==> src/rtl/mc_pkg.sv <==
// Shared types and opcode constants for the multicycle control sequencer.
package mc_pkg;

  typedef enum logic [2:0] {
    ST_FETCH,
    ST_DECODE,
    ST_EXEC,
    ST_MEM,
    ST_WB,
    ST_HALT
  } state_e;

  localparam logic [4:0] OP_ALU       = 5'b00000;
  localparam logic [4:0] OP_LHI       = 5'b00001;
  localparam logic [4:0] OP_LLI       = 5'b00010;
  localparam logic [4:0] OP_LDRRI     = 5'b00011;
  localparam logic [4:0] OP_LDRRR     = 5'b00100;
  localparam logic [4:0] OP_STRRI     = 5'b00101;
  localparam logic [4:0] OP_STRRR_CMP = 5'b00110;
  localparam logic [4:0] OP_ADDI      = 5'b00111;
  localparam logic [4:0] OP_SUBI      = 5'b01000;
  localparam logic [4:0] OP_MOV       = 5'b01011;
  localparam logic [4:0] OP_JMP       = 5'b10000;
  localparam logic [4:0] OP_JALRL     = 5'b10001;
  localparam logic [4:0] OP_JALRR     = 5'b10010;
  localparam logic [4:0] OP_JR        = 5'b10011;
  localparam logic [4:0] OP_BCC       = 5'b11000;
  localparam logic [4:0] OP_BAL       = 5'b11001;
  localparam logic [4:0] OP_SYS       = 5'b11100;

  localparam logic [2:0] STEP_T0 = 3'd0;
  localparam logic [2:0] STEP_T1 = 3'd1;
  localparam logic [2:0] STEP_T2 = 3'd2;
  localparam logic [2:0] STEP_T3 = 3'd3;
  localparam logic [2:0] STEP_T4 = 3'd4;

  typedef enum logic [3:0] {
    CL_ALU,
    CL_LOAD,
    CL_STORE,
    CL_CMP,
    CL_BR,
    CL_JAL,
    CL_OUT,
    CL_HLT,
    CL_NOP
  } cls_e;

  typedef struct packed {
    cls_e cls;
    logic sets_flag;
    logic link;
  } dec_t;

  function automatic logic is_access(state_e s);
    return (s == ST_FETCH) || (s == ST_MEM);
  endfunction

endpackage

==> src/rtl/mc_ins_class.sv <==
// Combinational decode of the IR opcode fields into an execution class.
module mc_ins_class
  import mc_pkg::*;
(
  input  logic [4:0] ins_m_i,
  input  logic [1:0] ins_l_i,
  output dec_t       dec_o
);

  always_comb begin
    dec_o.cls       = CL_NOP;
    dec_o.sets_flag = 1'b0;
    dec_o.link      = 1'b0;
    case (ins_m_i)
      OP_ALU, OP_ADDI, OP_SUBI: begin
        dec_o.cls       = CL_ALU;
        dec_o.sets_flag = 1'b1;
      end
      OP_LHI, OP_LLI, OP_MOV: dec_o.cls = CL_ALU;
      OP_LDRRI:               dec_o.cls = CL_LOAD;
      OP_LDRRR: if (ins_l_i == 2'b00) dec_o.cls = CL_LOAD;
      OP_STRRI:               dec_o.cls = CL_STORE;
      OP_STRRR_CMP: begin
        if (ins_l_i == 2'b00)      dec_o.cls = CL_STORE;
        else if (ins_l_i == 2'b01) dec_o.cls = CL_CMP;
      end
      OP_BCC, OP_BAL, OP_JMP, OP_JR: dec_o.cls = CL_BR;
      OP_JALRL, OP_JALRR: begin
        dec_o.cls  = CL_JAL;
        dec_o.link = 1'b1;
      end
      OP_SYS: begin
        if (ins_l_i == 2'b00)      dec_o.cls = CL_OUT;
        else if (ins_l_i == 2'b01) dec_o.cls = CL_HLT;
      end
      default: ;
    endcase
  end

endmodule

==> src/rtl/mc_sequencer.sv <==
// Multicycle control sequencer: step counter, shared memory port arbitration
// and per-step strobe generation for the 16-bit RISC core.
module mc_sequencer
  import mc_pkg::*;
#(
  parameter int MEM_WAIT_MAX = 7
) (
  input  logic       clk,
  input  logic       rst_n,
  input  logic [4:0] InsM,
  input  logic [1:0] InsL,
  input  logic       mem_ready,
  input  logic       resume,
  output logic [2:0] Cnt,
  output logic       MEMresource,
  output logic       mem_req,
  output logic       mem_we,
  output logic       ir_we,
  output logic       pc_we,
  output logic       rf_we,
  output logic       flag_we,
  output logic       out_we,
  output logic       Buff_PC,
  output logic       halted,
  output logic       mem_err
);

  localparam int WW = $clog2(MEM_WAIT_MAX + 1);

  state_e          state_q, state_d;
  logic [2:0]      cnt_q, cnt_d;
  logic [WW-1:0]   wait_q, wait_d;
  logic            err_q, err_d;
  logic            run_q;
  dec_t            dec;

  mc_ins_class u_cls (
    .ins_m_i (InsM),
    .ins_l_i (InsL),
    .dec_o   (dec)
  );

  // A stalled access either keeps counting or, on its last tolerated wait,
  // abandons the access and parks the core in HALT.
  always_comb begin
    state_d = state_q;
    cnt_d   = cnt_q;
    err_d   = err_q;
    wait_d  = '0;
    if (is_access(state_q) && !mem_ready) begin
      if (wait_q == WW'(MEM_WAIT_MAX - 1)) begin
        err_d   = 1'b1;
        state_d = ST_HALT;
        cnt_d   = STEP_T0;
      end else begin
        wait_d = wait_q + WW'(1);
      end
    end else begin
      case (state_q)
        ST_FETCH: begin
          state_d = ST_DECODE;
          cnt_d   = STEP_T1;
        end
        ST_DECODE: begin
          state_d = ST_EXEC;
          cnt_d   = STEP_T2;
        end
        ST_EXEC: begin
          if (dec.cls == CL_ALU || dec.link) begin
            state_d = ST_WB;
            cnt_d   = STEP_T3;
          end else if (dec.cls == CL_LOAD || dec.cls == CL_STORE) begin
            state_d = ST_MEM;
            cnt_d   = STEP_T3;
          end else if (dec.cls == CL_HLT) begin
            state_d = ST_HALT;
            cnt_d   = STEP_T0;
          end else begin
            state_d = ST_FETCH;
            cnt_d   = STEP_T0;
          end
        end
        ST_MEM: begin
          if (dec.cls == CL_LOAD) begin
            state_d = ST_WB;
            cnt_d   = STEP_T4;
          end else begin
            state_d = ST_FETCH;
            cnt_d   = STEP_T0;
          end
        end
        ST_WB: begin
          state_d = ST_FETCH;
          cnt_d   = STEP_T0;
        end
        ST_HALT: begin
          if (resume) begin
            state_d = ST_FETCH;
            cnt_d   = STEP_T0;
          end
        end
        default: begin
          state_d = ST_FETCH;
          cnt_d   = STEP_T0;
        end
      endcase
    end
  end

  // run_q holds the FSM in FETCH for one cycle after reset release.
  always_ff @(posedge clk or negedge rst_n) begin
    if (!rst_n) begin
      state_q <= ST_FETCH;
      cnt_q   <= STEP_T0;
      wait_q  <= '0;
      err_q   <= 1'b0;
      run_q   <= 1'b0;
    end else if (!run_q) begin
      run_q <= 1'b1;
    end else begin
      state_q <= state_d;
      cnt_q   <= cnt_d;
      wait_q  <= wait_d;
      err_q   <= err_d;
    end
  end

  always_comb begin
    Cnt         = '0;
    MEMresource = 1'b0;
    mem_req     = 1'b0;
    mem_we      = 1'b0;
    ir_we       = 1'b0;
    pc_we       = 1'b0;
    rf_we       = 1'b0;
    flag_we     = 1'b0;
    out_we      = 1'b0;
    Buff_PC     = 1'b0;
    halted      = 1'b0;
    mem_err     = run_q & err_q;
    if (run_q) begin
      Cnt = cnt_q;
      case (state_q)
        ST_FETCH: begin
          mem_req = 1'b1;
          ir_we   = mem_ready;
          pc_we   = mem_ready;
        end
        ST_EXEC: begin
          case (dec.cls)
            CL_CMP: begin
              flag_we = 1'b1;
              Buff_PC = 1'b1;
            end
            CL_BR: begin
              pc_we   = 1'b1;
              Buff_PC = 1'b1;
            end
            CL_JAL: pc_we = 1'b1;
            CL_OUT: begin
              out_we  = 1'b1;
              Buff_PC = 1'b1;
            end
            CL_HLT, CL_NOP: Buff_PC = 1'b1;
            default: ;
          endcase
        end
        ST_MEM: begin
          mem_req     = 1'b1;
          MEMresource = 1'b1;
          mem_we      = (dec.cls == CL_STORE);
          Buff_PC     = (dec.cls == CL_STORE) && mem_ready;
        end
        ST_WB: begin
          rf_we   = 1'b1;
          flag_we = dec.sets_flag && (dec.cls == CL_ALU);
          Buff_PC = 1'b1;
        end
        ST_HALT: halted = 1'b1;
        default: ;
      endcase
    end
  end

endmodule

==> config.mk <==
export PLATFORM = sky130hd
export DESIGN_NAME = mc_sequencer
export DESIGN_NICKNAME = d
export VERILOG_FILES = /design/src/rtl/mc_pkg.sv /design/src/rtl/mc_ins_class.sv /design/src/rtl/mc_sequencer.sv
export SDC_FILE = /design/constraint.sdc
export NUM_CORES = 1
export LEC_CHECK = 0
export CORE_UTILIZATION = 56
export CTS_CLUSTER_DIAMETER = 40
export DETAILED_ROUTE_END_ITERATION = 10
export DONT_BUFFER_PORTS = 1
export PLACE_DENSITY = 0.74
export SYNTH_ARGS = -nofsm -noshare
export SYNTH_HDL_FRONTEND = slang
export SYNTH_SLANG_ARGS = --single-unit
==> constraint.sdc <==
create_clock -name clk -period 2.6 [get_ports clk]
set_input_delay 0.78 -clock clk [delete_from_list [all_inputs] [get_ports clk]]
set_output_delay 0.78 -clock clk [all_outputs]
set_load 0.02 [all_outputs]
==> results by group <==
Outcome
  • Outcome: finished with violations
  • Failing checks: negative setup slack

Job
  • Max Cap Viol: 0

Logic synthesis
  • Ys Warns: 0
  • Yosys reg bits: 11
  • Synthesized net count: 151
  • Area share of the largest cell type after synthesis: 23.35%
  • Synth Flop Type: dfrtp_1
  • Area leader, netlist: dfrtp_1
  • Sequential share of the synthesized area: 23.35%
  • Post-Syn Area: 0.001179 mm^2
  • Yosys cell types: 59
  • Synth area leaders: dfrtp_1 23%, nor2_1 4.5%, nand2_1 4.1%, o21ai_0 3.0%, buf_6 2.9%
  • Syn avg cell area: 8.419 um^2
  • Cells after Synth: 140
  • Post-synth EDFFs: 0
  • FFs w/ async S/R, synth: 100.0%

Pwr
  • Internal power: 0.0004107 W
  • Switching Fraction: 44.39%
  • Pleak: 0.5317 nW
  • NetSw: 0.0003278 W
  • Sequential power share: 32.0%
  • Max VDD drop: 483.3 uV
  • Power share of the clock group: 16.6%
  • Pwr/cell area: 568.7 mW/mm^2
  • Logic pwr share: 51.5%

Global routing
  • Initial antenna violation count: 0
  • GRT met1 Usage: 37.19%
  • Busiest grt layer: met2
  • First-pass GRT wire length: 4.491 mm
  • Met2 Resource Use GR: 45.68%
  • Largest net degree at the start of global routing: 16
  • Vias in the first global route: 981
  • M3 GR Usage: 8.679%
  • Total GRT Usage: 28.40%
  • Grt total ovfl: 0

Clock tree
  • Clock Sinks: 11
  • TritonCTS clock tree: yes
  • Hold-fix buffers at CTS: 0
  • CTS max path bufs: 2
  • H-tree depth: 1
  • Clk_lat worst skew: 0.28 ns
  • Clock transition at the registers of the reported paths: 0.08 ns
  • TritonCTS Buffers: 3
  • CTS root buffer: clkbuf_4

Floorplan
  • DIE WIDTH: 47.88 um
  • Initial Utilization: 60.08%
  • Site Rows: 16
  • Die ar.: 0.002292 mm^2
  • I/O pin cnt: 25
  • Chip Height: 47.88 um
  • Core ar.: 0.001962 mm^2

Timing
  • Fin. max-slew vios: 0
  • F_max: 375.0 MHz
  • Relative slew slack: 58.56%
  • Final setup violation count: 2
  • Final hold vios: 0
  • Worst setup margin: -0.06685 ns
  • Actual slew at the worst max-slew pin: 0.6168 ns
  • Layout Skew: 0.005871 ns
  • RSZ-0062 raised after global routing: true
  • Min cycle time layout: 2.667 ns
  • Crit share post-route: 102.6%

Routing
  • Drt pass-1 iters: 4
  • Post-Route WL: 2.873 mm
  • Total vias in the final route: 1111
  • Drt via density: 6.242
  • DR iter-0 viols: 37
  • Routed length per instance: 16.14 um
  • Drt drc: 0
  • Final ANT Viol Nets: 0

Critical path
  • Flop2flop setup slack: 0.87 ns
  • Req. time, crit path: 1.82 ns
  • Crit path max fanout: 15
  • Setup crit end kind: output pin
  • Worst R2R Path Depth: 5
  • RR Startpoint: state_q[0]
  • CP Launch Type: input pin
  • CP arrival: 1.89 ns
  • WS Path Type: input pin to output pin
  • Worst setup path startpoint: InsM[1]

Placed design
  • Area after DPL: 0.001269 mm^2
  • IO Port Bufs: 0
  • Final HPWL DP: 2.237 mm
  • DP Worst Slack: -0.06696 ns
  • Routability cong.: 0.9017

Cells and area
  • Nets@finish: 163
  • Area growth syn-to-layout: 10.19%
  • Filler cell count: 185
  • Fin area: 0.001299 mm^2
  • Ratio of cells with drive above 1 in the final layout: 29.14%
  • Diodes inserted: 0

Hold path
  • HP Class: input pin to async pin
[Yosys cell counts, types with 2 or more instances]
cell / instances
nor2_1: 14
and3_1: 3
a211oi_1: 3
nor2b_1: 3
inv_1: 6
dfrtp_1: 11
nand3_1: 6
nor3_1: 4
o21ai_0: 7
a31oi_1: 3
buf_6: 3
nand2_1: 13
xnor2_1: 2
a21oi_1: 5
o21ai_1: 3
and4_1: 2
nand4_1: 3
clkbuf_1: 2
buf_4: 3
nor3b_1: 2
and2_1: 4
[worst paths after layout]
path / to
max: Buff_PC
min: wait_q[1]
max reg2reg: state_q[2]
min reg2reg: err_q
max in group asynchronous: run_q
min in group clk: err_q
[through the flow]
step	instances	util [%]	setup TNS, ns	hold slack (ns)	total power (W)
after floorplan	140	-	-0.1903	0.4336	0.0005366
after global placement	174	64.67	-0.05085	0.4445	0.0005984
after detailed placement	174	64.67	-0.06696	0.4479	0.0006117
after CTS	178	66.14	-0.07313	0.1776	0.0007325
after global routing	178	66.20	-0.2272	0.1656	0.0007832
final	178	66.20	-0.09754	0.1838	0.0007385
[area by class of cell]
class                      instances  area, um^2  area share, %
clock buffer                       3       22.52          1.734
clock inverter                     1       5.005         0.3854
inverter                           6       22.52          1.734
multi-input combinational        114       818.3          63.01
sequential                        11       276.5          21.29
tap                               27       33.78          2.601
timing repair buffer              16       120.1          9.249
[cell families after synthesis]
logic type      after synthesis  synth area share, %
compound gates               42                30.57
xor+xnor                      4                3.610
buf+inv                      15                7.749
flops                        11                23.35
mux                           2                1.805
simple gates                 65                32.59
other cells                   1               0.3182
[layer usage]
layer / share of wire, % / wire (um) / vias up
met5: 0 / 0 / -
li1: - / - / 541
met4: 0.94 / 27 / 0
met2: 48 / 1384 / 41
met1: 44 / 1275 / 524
met3: 6.5 / 186 / 5
[state kept, by name (all words and copies together), names as in the netlist]
register and flops:
err_q 1, state_q 3, wait_q 3, cnt_q 3, run_q 1
[cell usage in the layout, fill, tap and decap left out, types with 2 or more instances in the layout]
| cell type | instances |
|---|---|
| nor3_1 | 4 |
| nand2_1 | 13 |
| nor2b_1 | 3 |
| a211oi_1 | 3 |
| nor3b_1 | 2 |
| and3_1 | 3 |
| xnor2_1 | 2 |
| buf_4 | 16 |
| and2_1 | 4 |
| nand4_1 | 3 |
| o21ai_0 | 7 |
| a31oi_1 | 3 |
| clkbuf_4 | 3 |
| inv_1 | 6 |
| o21ai_1 | 3 |
| nor2_1 | 14 |
| a21boi_2 | 2 |
| dfrtp_1 | 10 |
| nand3_1 | 6 |
| a21oi_1 | 5 |
[repair_timing]
| action | 4_1_cts | 5_1_grt |
|---|---|---|
| gates resized for setup | 1 | 1 |
| setup endpoints to repair | 2 | 4 |
| buffers inserted | 0 | 0 |
[critical path: stages]
cell       delay [ns]
and3b_4          0.31
o21ai_1          0.08
a2bb2oi_2        0.15
and3_4           0.17
a221o_1          0.40
[power groups by stage]
stage	registers, W	logic, W	clock network (W)
6_report	0.000236	0.000380	0.000122
5_1_grt	0.000241	0.000410	0.000132
4_1_cts	0.000236	0.000373	0.000124
3_5_place_dp	0.000239	0.000373	0
3_3_place_gp	0.000238	0.000361	0
2_1_floorplan	0.000228	0.000309	0
Note: power is estimated with default switching activity, not from simulation.
